**src/rtl/square_mac_seq.sv**
```systemverilog
`default_nettype none
// ============================================================================
// Module      : square_mac_seq
// Description : Job sequencer for the signed square/multiply-accumulate unit.
//               It accepts a job of cfg_len sample pairs and streams the pairs
//               from a valid/ready source into the MAC, pulsing sload on the
//               first pair. It then drains the MAC pipeline and presents the
//               accumulated result on a valid/ready result port.
//               Optional feature macro: SQMAC_SEQ_TIMEOUT_EN (starvation
//               timeout that ends RUN early and flags res_err).
// Revision    : 1.0 - initial release
// ============================================================================
module square_mac_seq #(
    parameter int W       = 16,
    parameter int PW      = 48,
    parameter int LW      = 16,
    parameter int MAC_LAT = 2,
    parameter int TO_W    = 8
) (
    input  logic                 clk,
    input  logic                 rst_n,
    input  logic                 start,
    input  logic [LW-1:0]        cfg_len,
    input  logic [TO_W-1:0]      cfg_timeout,
    output logic                 busy,
    input  logic                 s_valid,
    output logic                 s_ready,
    input  logic signed [W-1:0]  s_a,
    input  logic signed [W-1:0]  s_b,
    output logic                 mac_sload,
    output logic signed [W-1:0]  mac_ain,
    output logic signed [W-1:0]  mac_bin,
    input  logic signed [PW-1:0] mac_pout,
    output logic                 res_valid,
    input  logic                 res_ready,
    output logic signed [PW-1:0] res_data,
    output logic [LW-1:0]        res_cnt,
    output logic                 res_err
);

    // Drain counter is wide enough to reach MAC_LAT with headroom.
    localparam int              c_DW         = $clog2(MAC_LAT + 1) + 1;
    localparam logic [c_DW-1:0] c_DRAIN_LAST = c_DW'(MAC_LAT);
    localparam logic [c_DW-1:0] c_DRAIN_ONE  = c_DW'(1);
    localparam logic [LW-1:0]   c_LEN_ONE    = LW'(1);

    typedef enum logic [1:0] {
        IDLE  = 2'd0,
        RUN   = 2'd1,
        DRAIN = 2'd2,
        DONE  = 2'd3
    } state_t;

    state_t          r_state;
    state_t          w_state_nxt;
    logic [LW-1:0]   r_len;
    logic            r_first;
    logic [c_DW-1:0] r_drain_cnt;
    logic            w_start_ok;
    logic            w_xfer;
    logic            w_last;
    logic            w_drain_end;
    logic            w_to_hit;

    // s_ready is exactly "state is RUN", so the transfer is derived from the
    // state directly rather than from the combinational s_ready output.
    assign w_start_ok  = (r_state == IDLE) && start;
    assign w_xfer      = (r_state == RUN) && s_valid;
    assign w_last      = (res_cnt == (r_len - c_LEN_ONE));
    assign w_drain_end = (r_state == DRAIN) && (r_drain_cnt == c_DRAIN_LAST);

`ifdef SQMAC_SEQ_TIMEOUT_EN
    logic [TO_W-1:0] r_to_cnt;
    logic [TO_W-1:0] r_to_lim;
    logic            r_err;

    // Fires on the idle RUN cycle that completes cfg_timeout consecutive
    // cycles without a transfer; a zero limit disables it.
    assign w_to_hit = (r_state == RUN) && !w_xfer && (r_to_lim != '0) &&
                      (r_to_cnt == (r_to_lim - TO_W'(1)));
    assign res_err  = r_err;

    // Starvation counter: limit latched with the job, cleared by each transfer.
    always_ff @(posedge clk or negedge rst_n) begin
        if (!rst_n) begin
            r_to_cnt <= '0;
            r_to_lim <= '0;
            r_err    <= 1'b0;
        end else if (w_start_ok) begin
            r_to_cnt <= '0;
            r_to_lim <= cfg_timeout;
            r_err    <= 1'b0;
        end else if (r_state == RUN) begin
            r_to_cnt <= w_xfer ? '0 : (r_to_cnt + TO_W'(1));
            if (w_to_hit) begin
                r_err <= 1'b1;
            end
        end
    end
`else
    logic w_unused_timeout;

    assign w_unused_timeout = ^cfg_timeout;
    assign w_to_hit         = 1'b0;
    assign res_err          = 1'b0;
`endif

    // State register.
    always_ff @(posedge clk or negedge rst_n) begin
        if (!rst_n) begin
            r_state <= IDLE;
        end else begin
            r_state <= w_state_nxt;
        end
    end

    // Next-state and state-decoded handshake outputs.
    always_comb begin
        w_state_nxt = r_state;
        busy        = 1'b0;
        s_ready     = 1'b0;
        res_valid   = 1'b0;
        case (r_state)
            IDLE: begin
                if (start) begin
                    w_state_nxt = (cfg_len == '0) ? DONE : RUN;
                end
            end
            RUN: begin
                busy    = 1'b1;
                s_ready = 1'b1;
                if (w_xfer && w_last) begin
                    w_state_nxt = DRAIN;
                end else if (w_to_hit) begin
                    // Nothing reached the MAC, so there is nothing to drain.
                    w_state_nxt = (res_cnt == '0) ? DONE : DRAIN;
                end
            end
            DRAIN: begin
                busy = 1'b1;
                if (w_drain_end) begin
                    w_state_nxt = DONE;
                end
            end
            DONE: begin
                busy      = 1'b1;
                res_valid = 1'b1;
                if (res_ready) begin
                    w_state_nxt = IDLE;
                end
            end
            default: begin
                w_state_nxt = IDLE;
            end
        endcase
    end

    // Job bookkeeping: length, first-pair flag, pair count and result capture.
    always_ff @(posedge clk or negedge rst_n) begin
        if (!rst_n) begin
            r_len    <= '0;
            r_first  <= 1'b0;
            res_cnt  <= '0;
            res_data <= '0;
        end else begin
            if (w_start_ok) begin
                r_len    <= cfg_len;
                r_first  <= 1'b1;
                res_cnt  <= '0;
                res_data <= '0;
            end
            if (w_xfer) begin
                r_first <= 1'b0;
                res_cnt <= res_cnt + c_LEN_ONE;
            end
            if (w_drain_end) begin
                res_data <= mac_pout;
            end
        end
    end

    // MAC drive: a transferred pair for one cycle, zeros otherwise so that
    // bubbles and drain cycles add nothing to the accumulator.
    always_ff @(posedge clk or negedge rst_n) begin
        if (!rst_n) begin
            mac_sload <= 1'b0;
            mac_ain   <= '0;
            mac_bin   <= '0;
        end else begin
            mac_sload <= w_xfer && r_first;
            mac_ain   <= w_xfer ? s_a : '0;
            mac_bin   <= w_xfer ? s_b : '0;
        end
    end

    // Drain counter restarts at zero on every entry into DRAIN.
    always_ff @(posedge clk or negedge rst_n) begin
        if (!rst_n) begin
            r_drain_cnt <= '0;
        end else if (r_state != DRAIN) begin
            r_drain_cnt <= '0;
        end else begin
            r_drain_cnt <= r_drain_cnt + c_DRAIN_ONE;
        end
    end

endmodule
`default_nettype wire
```
**config.mk**
```make
export PLATFORM = sky130hd
export DESIGN_NAME = square_mac_seq
export DESIGN_NICKNAME = d
export VERILOG_FILES = /design/src/rtl/square_mac_seq.sv
export SDC_FILE = /design/constraint.sdc
export NUM_CORES = 1
export LEC_CHECK = 0
export ABC_AREA = 1
export BUFFER_PORTS_ARGS = -buffer_cell sky130_fd_sc_hd__buf_2
export CAP_MARGIN = 10
export CORE_ASPECT_RATIO = 1.4
export CORE_MARGIN = 5
export CORE_UTILIZATION = 53
export DETAILED_ROUTE_END_ITERATION = 10
export PLACE_DENSITY = 0.86
export SLEW_MARGIN = 40
export SYNTH_ARGS = -nofsm -noshare
export SYNTH_HDL_FRONTEND = slang
export SYNTH_SLANG_ARGS = --single-unit
```
**constraint.sdc**
```tcl
create_clock -name clk -period 2.6 [get_ports clk]
set_input_delay 0.39 -clock clk [delete_from_list [all_inputs] [get_ports clk]]
set_output_delay 0.39 -clock clk [all_outputs]
set_load 0.02 [all_outputs]
```
==> metrics.yaml <==
worst_setup_path:
  worst_ep_required_time_ps: 2940
  cp.arrival_ps: 2420
  cp_max_fo: 12
  reg2reg_depth: 9
  crit_chain: "inv_1 -> ha_1 -> nand2_1 -> inv_1 -> nor2_1 -> inv_1 -> nand2_1 -> mux2_2 -> inv_1"
  cp_slowest_cell: "dfrtp_1"
  path_class: "reg -> reg"
  setup.worst_path.start: "r_state[1]"
  cp_common_cell: "inv_1"
  r2r_start: "r_state[1]"
  end_kind: "flop"
  max_stage_delay_ps: 410
  startpoint_type: "flop"
worst_hold_path:
  hold_class: "in -> reg"
  whs_path_depth: 3
  hold_start: "s_b[2]"
place:
  gp_congestion: 0.864
  place_hpwl_mm: 9.92
  numPortBuffers: 200
cts:
  cts_made_buffers: 17
  cts.clk_slew.worst_paths_ps: 50
  clockBufferDepth: 2
  root_buffer: "clkbuf_16"
  clkLatencyLatePin_ps: 410
  cts_tree: "built"
  cts.htree.levels: 4
  post_cts_buffers: 0
  cts.sinks: 119
timing:
  finalHoldViolations: 0
  worst_pin_slew_ps: 543
  period_minus_slack_ps: 2070
  totalNegativeSetupSlack_ps: 0
  rsz0062_at_grt: "no"
  drv_slew: 0
  timing.fmax_ghz: 0.482
  fin_skew_ps: 9.66
  fin_crit_sh_pct: 79.8
  setup_viol: 0
  relSlewSlack_pct: 63.4
floorplanning:
  initial_core_util_pct: 53.5
  coreArea_sq_um: 10200
  dieArea_sq_um: 12500
  die_h_um: 130
  row_count: 44
  die_width_um: 95.9
  ios: 210
finish:
  antennaDiodeCount: 0
  fillers: 793
  syn2layout_area_growth_pct: 32.8
  drive_gt1_share_pct: 30.1
  nets: 963
  utilization_pct: 71.1
routing:
  ant_nets: 0
  via_per_inst: 4.85
  drtPass1Iterations: 5
  wirelength_mm: 13.5
  num_vias: 4829
  wl_per_cell_um: 13.5
  drc: 0
  initialDrtViolationCount: 163
synthesis:
  yosysUniqueCellTypes: 38
  syn_nets: 762
  avgSynthCellArea_sq_um: 8.51
  async_reset_ff_share_pct: 100
  synthCells: 644
  synth_top_family_by_area: "simple AND/OR/NAND/NOR gates"
  synthTopCellsByArea: "dfrtp_1 (54%), inv_1 (8.4%), nand3_1 (6.8%), nand2_1 (6.2%), o21ai_0 (5.1%)"
  seq_area_frac_synth_pct: 54.3
  synth-xor-area-share_pct: 2.17
  synth_compound_area_share_pct: 7.67
  syn_area_sq_um: 5480
  synth_seq_cells: 119
  synth.most_common_cell: "inv_1"
  synth-main-ff-cell: "dfrtp_1"
  yosys.area.top_type: "dfrtp_1"
  ys_warn_count: 0
  synth-simple-area-share_pct: 21.9
  yosys.area_share.adder_pct: 2.05
  synthTopCellsByCount: "inv_1 (122), dfrtp_1 (119), nand2_1 (90), nand3_1 (75), nor2_1 (73)"
  muxShareOfSynthArea_pct: 1.60
  synth_edf_count: 0
  synth_top_area_share_pct: 54.3
outcome:
  status: "complete, no violations"
global_routing:
  first_global_vias: 4826
  grt_max_degree: 97
  use_met3_pct: 7.79
  grt_util_met2_pct: 39.9
  grt_use_met1_pct: 24.5
  grt_first_pass_wirelength_mm: 21.9
  grt_busiest_layer: "met2"
  gr-total-overflow: 0
  antenna_found_initial: 0
  grt.total_usage_pct: 22.8
pwr:
  ir_drop_v: 0.000556
  fin_total_pwr_mw: 6.45
  p_leak_nw: 4.27
  power_density_nw_per_um2: 886
run:
  maxCapViolations: 0
## layer usage
layer / part of all wire (%) / vias to the layer above
met5: 0 / -
met3: 7.9 / 37
met2: 53 / 173
li1: - / 2413
met1: 36 / 2206
met4: 3.1 / 0
## cell usage in the layout (no fill, tap or decap), types with 4 or more instances in the layout
master and instances:
o21ai_0 56, nand4_1 5, ha_1 9, o22ai_1 4
nand3_1 74, nand2_1 89, mux2_2 6, nor4_1 7
a21oi_1 10, inv_1 122, dfrtp_1 119, nor2_1 73
bufinv_16 4, clkbuf_16 17, nor2_2 5, xor2_1 8
buf_2 199
## cells by family after synthesis
kind of cell               after synthesis
and+or+nand+nor                        268
buffers and inverters                  148
DFF                                    119
AOI/OAI and AO/OA                       79
xor gates and xnor gates                12
adders and majority gates                9
muxes                                    8
other                                    1
## worst max-delay path, delay by kind of cell, from the launching register on
kind | cells | cell delay (ps)
mux | 1 | 260
simple gates | 3 | 410
buf+inv | 4 | 740
flops | 1 | 410
fa+ha+maj | 1 | 180
## path summary, 6_finish.rpt
kind	slack [ps]	endpoint
worst max register to register	530	res_cnt[12]
worst min-delay path	190	mac_bin[2]
min in group asynchronous	450	mac_bin[7]
worst min register to register	470	r_drain_cnt[0]
max in group asynchronous	1470	res_data[27]
worst max-delay path	530	res_cnt[12]
## power by group
group          switching, mW  internal (mW)
Sequential             0.224           2.12
Combinational           1.07          0.586
Clock                  0.820           1.63
## final cells by class
type                       instances  area (sq um)  share of cell area [%]
sequential                       119          2980                    40.9
multi-input combinational        377          1950                    26.8
timing repair buffer             206          1090                    15.0
inverter                         124           465                    6.40
clock buffer                      20           447                    6.14
clock inverter                    12           176                    2.42
tap                              138           173                    2.37
## sequential cells by signal (all words and copies together) (netlist names)
signal and cells:
res_data 48, mac_ain 16, mac_bin 16, r_len 16
res_cnt 16, r_drain_cnt 3, r_state 2, mac_sload 1
r_first 1
## stage by stage
| step | instances | instance area, sq um | setup slack [ps] | hold slack, ps |
|---|---|---|---|---|
| after floorplan | 644 | 5480 | 739 | 94.4 |
| after global placement | 963 | 6650 | 595 | 334 |
| after detailed placement | 963 | 6650 | 565 | 338 |
| after CTS | 996 | 7280 | 540 | 178 |
| after global routing | 996 | 7280 | 226 | 179 |
| final | 996 | 7280 | 526 | 190 |
## repair_timing
item | 4_1_cts | 5_1_grt
hold buffers | 1 | 0
endpoints found under the hold margin | 26 | 0
resized for setup | 0 | 0
(Power assumes the default switching activity.)
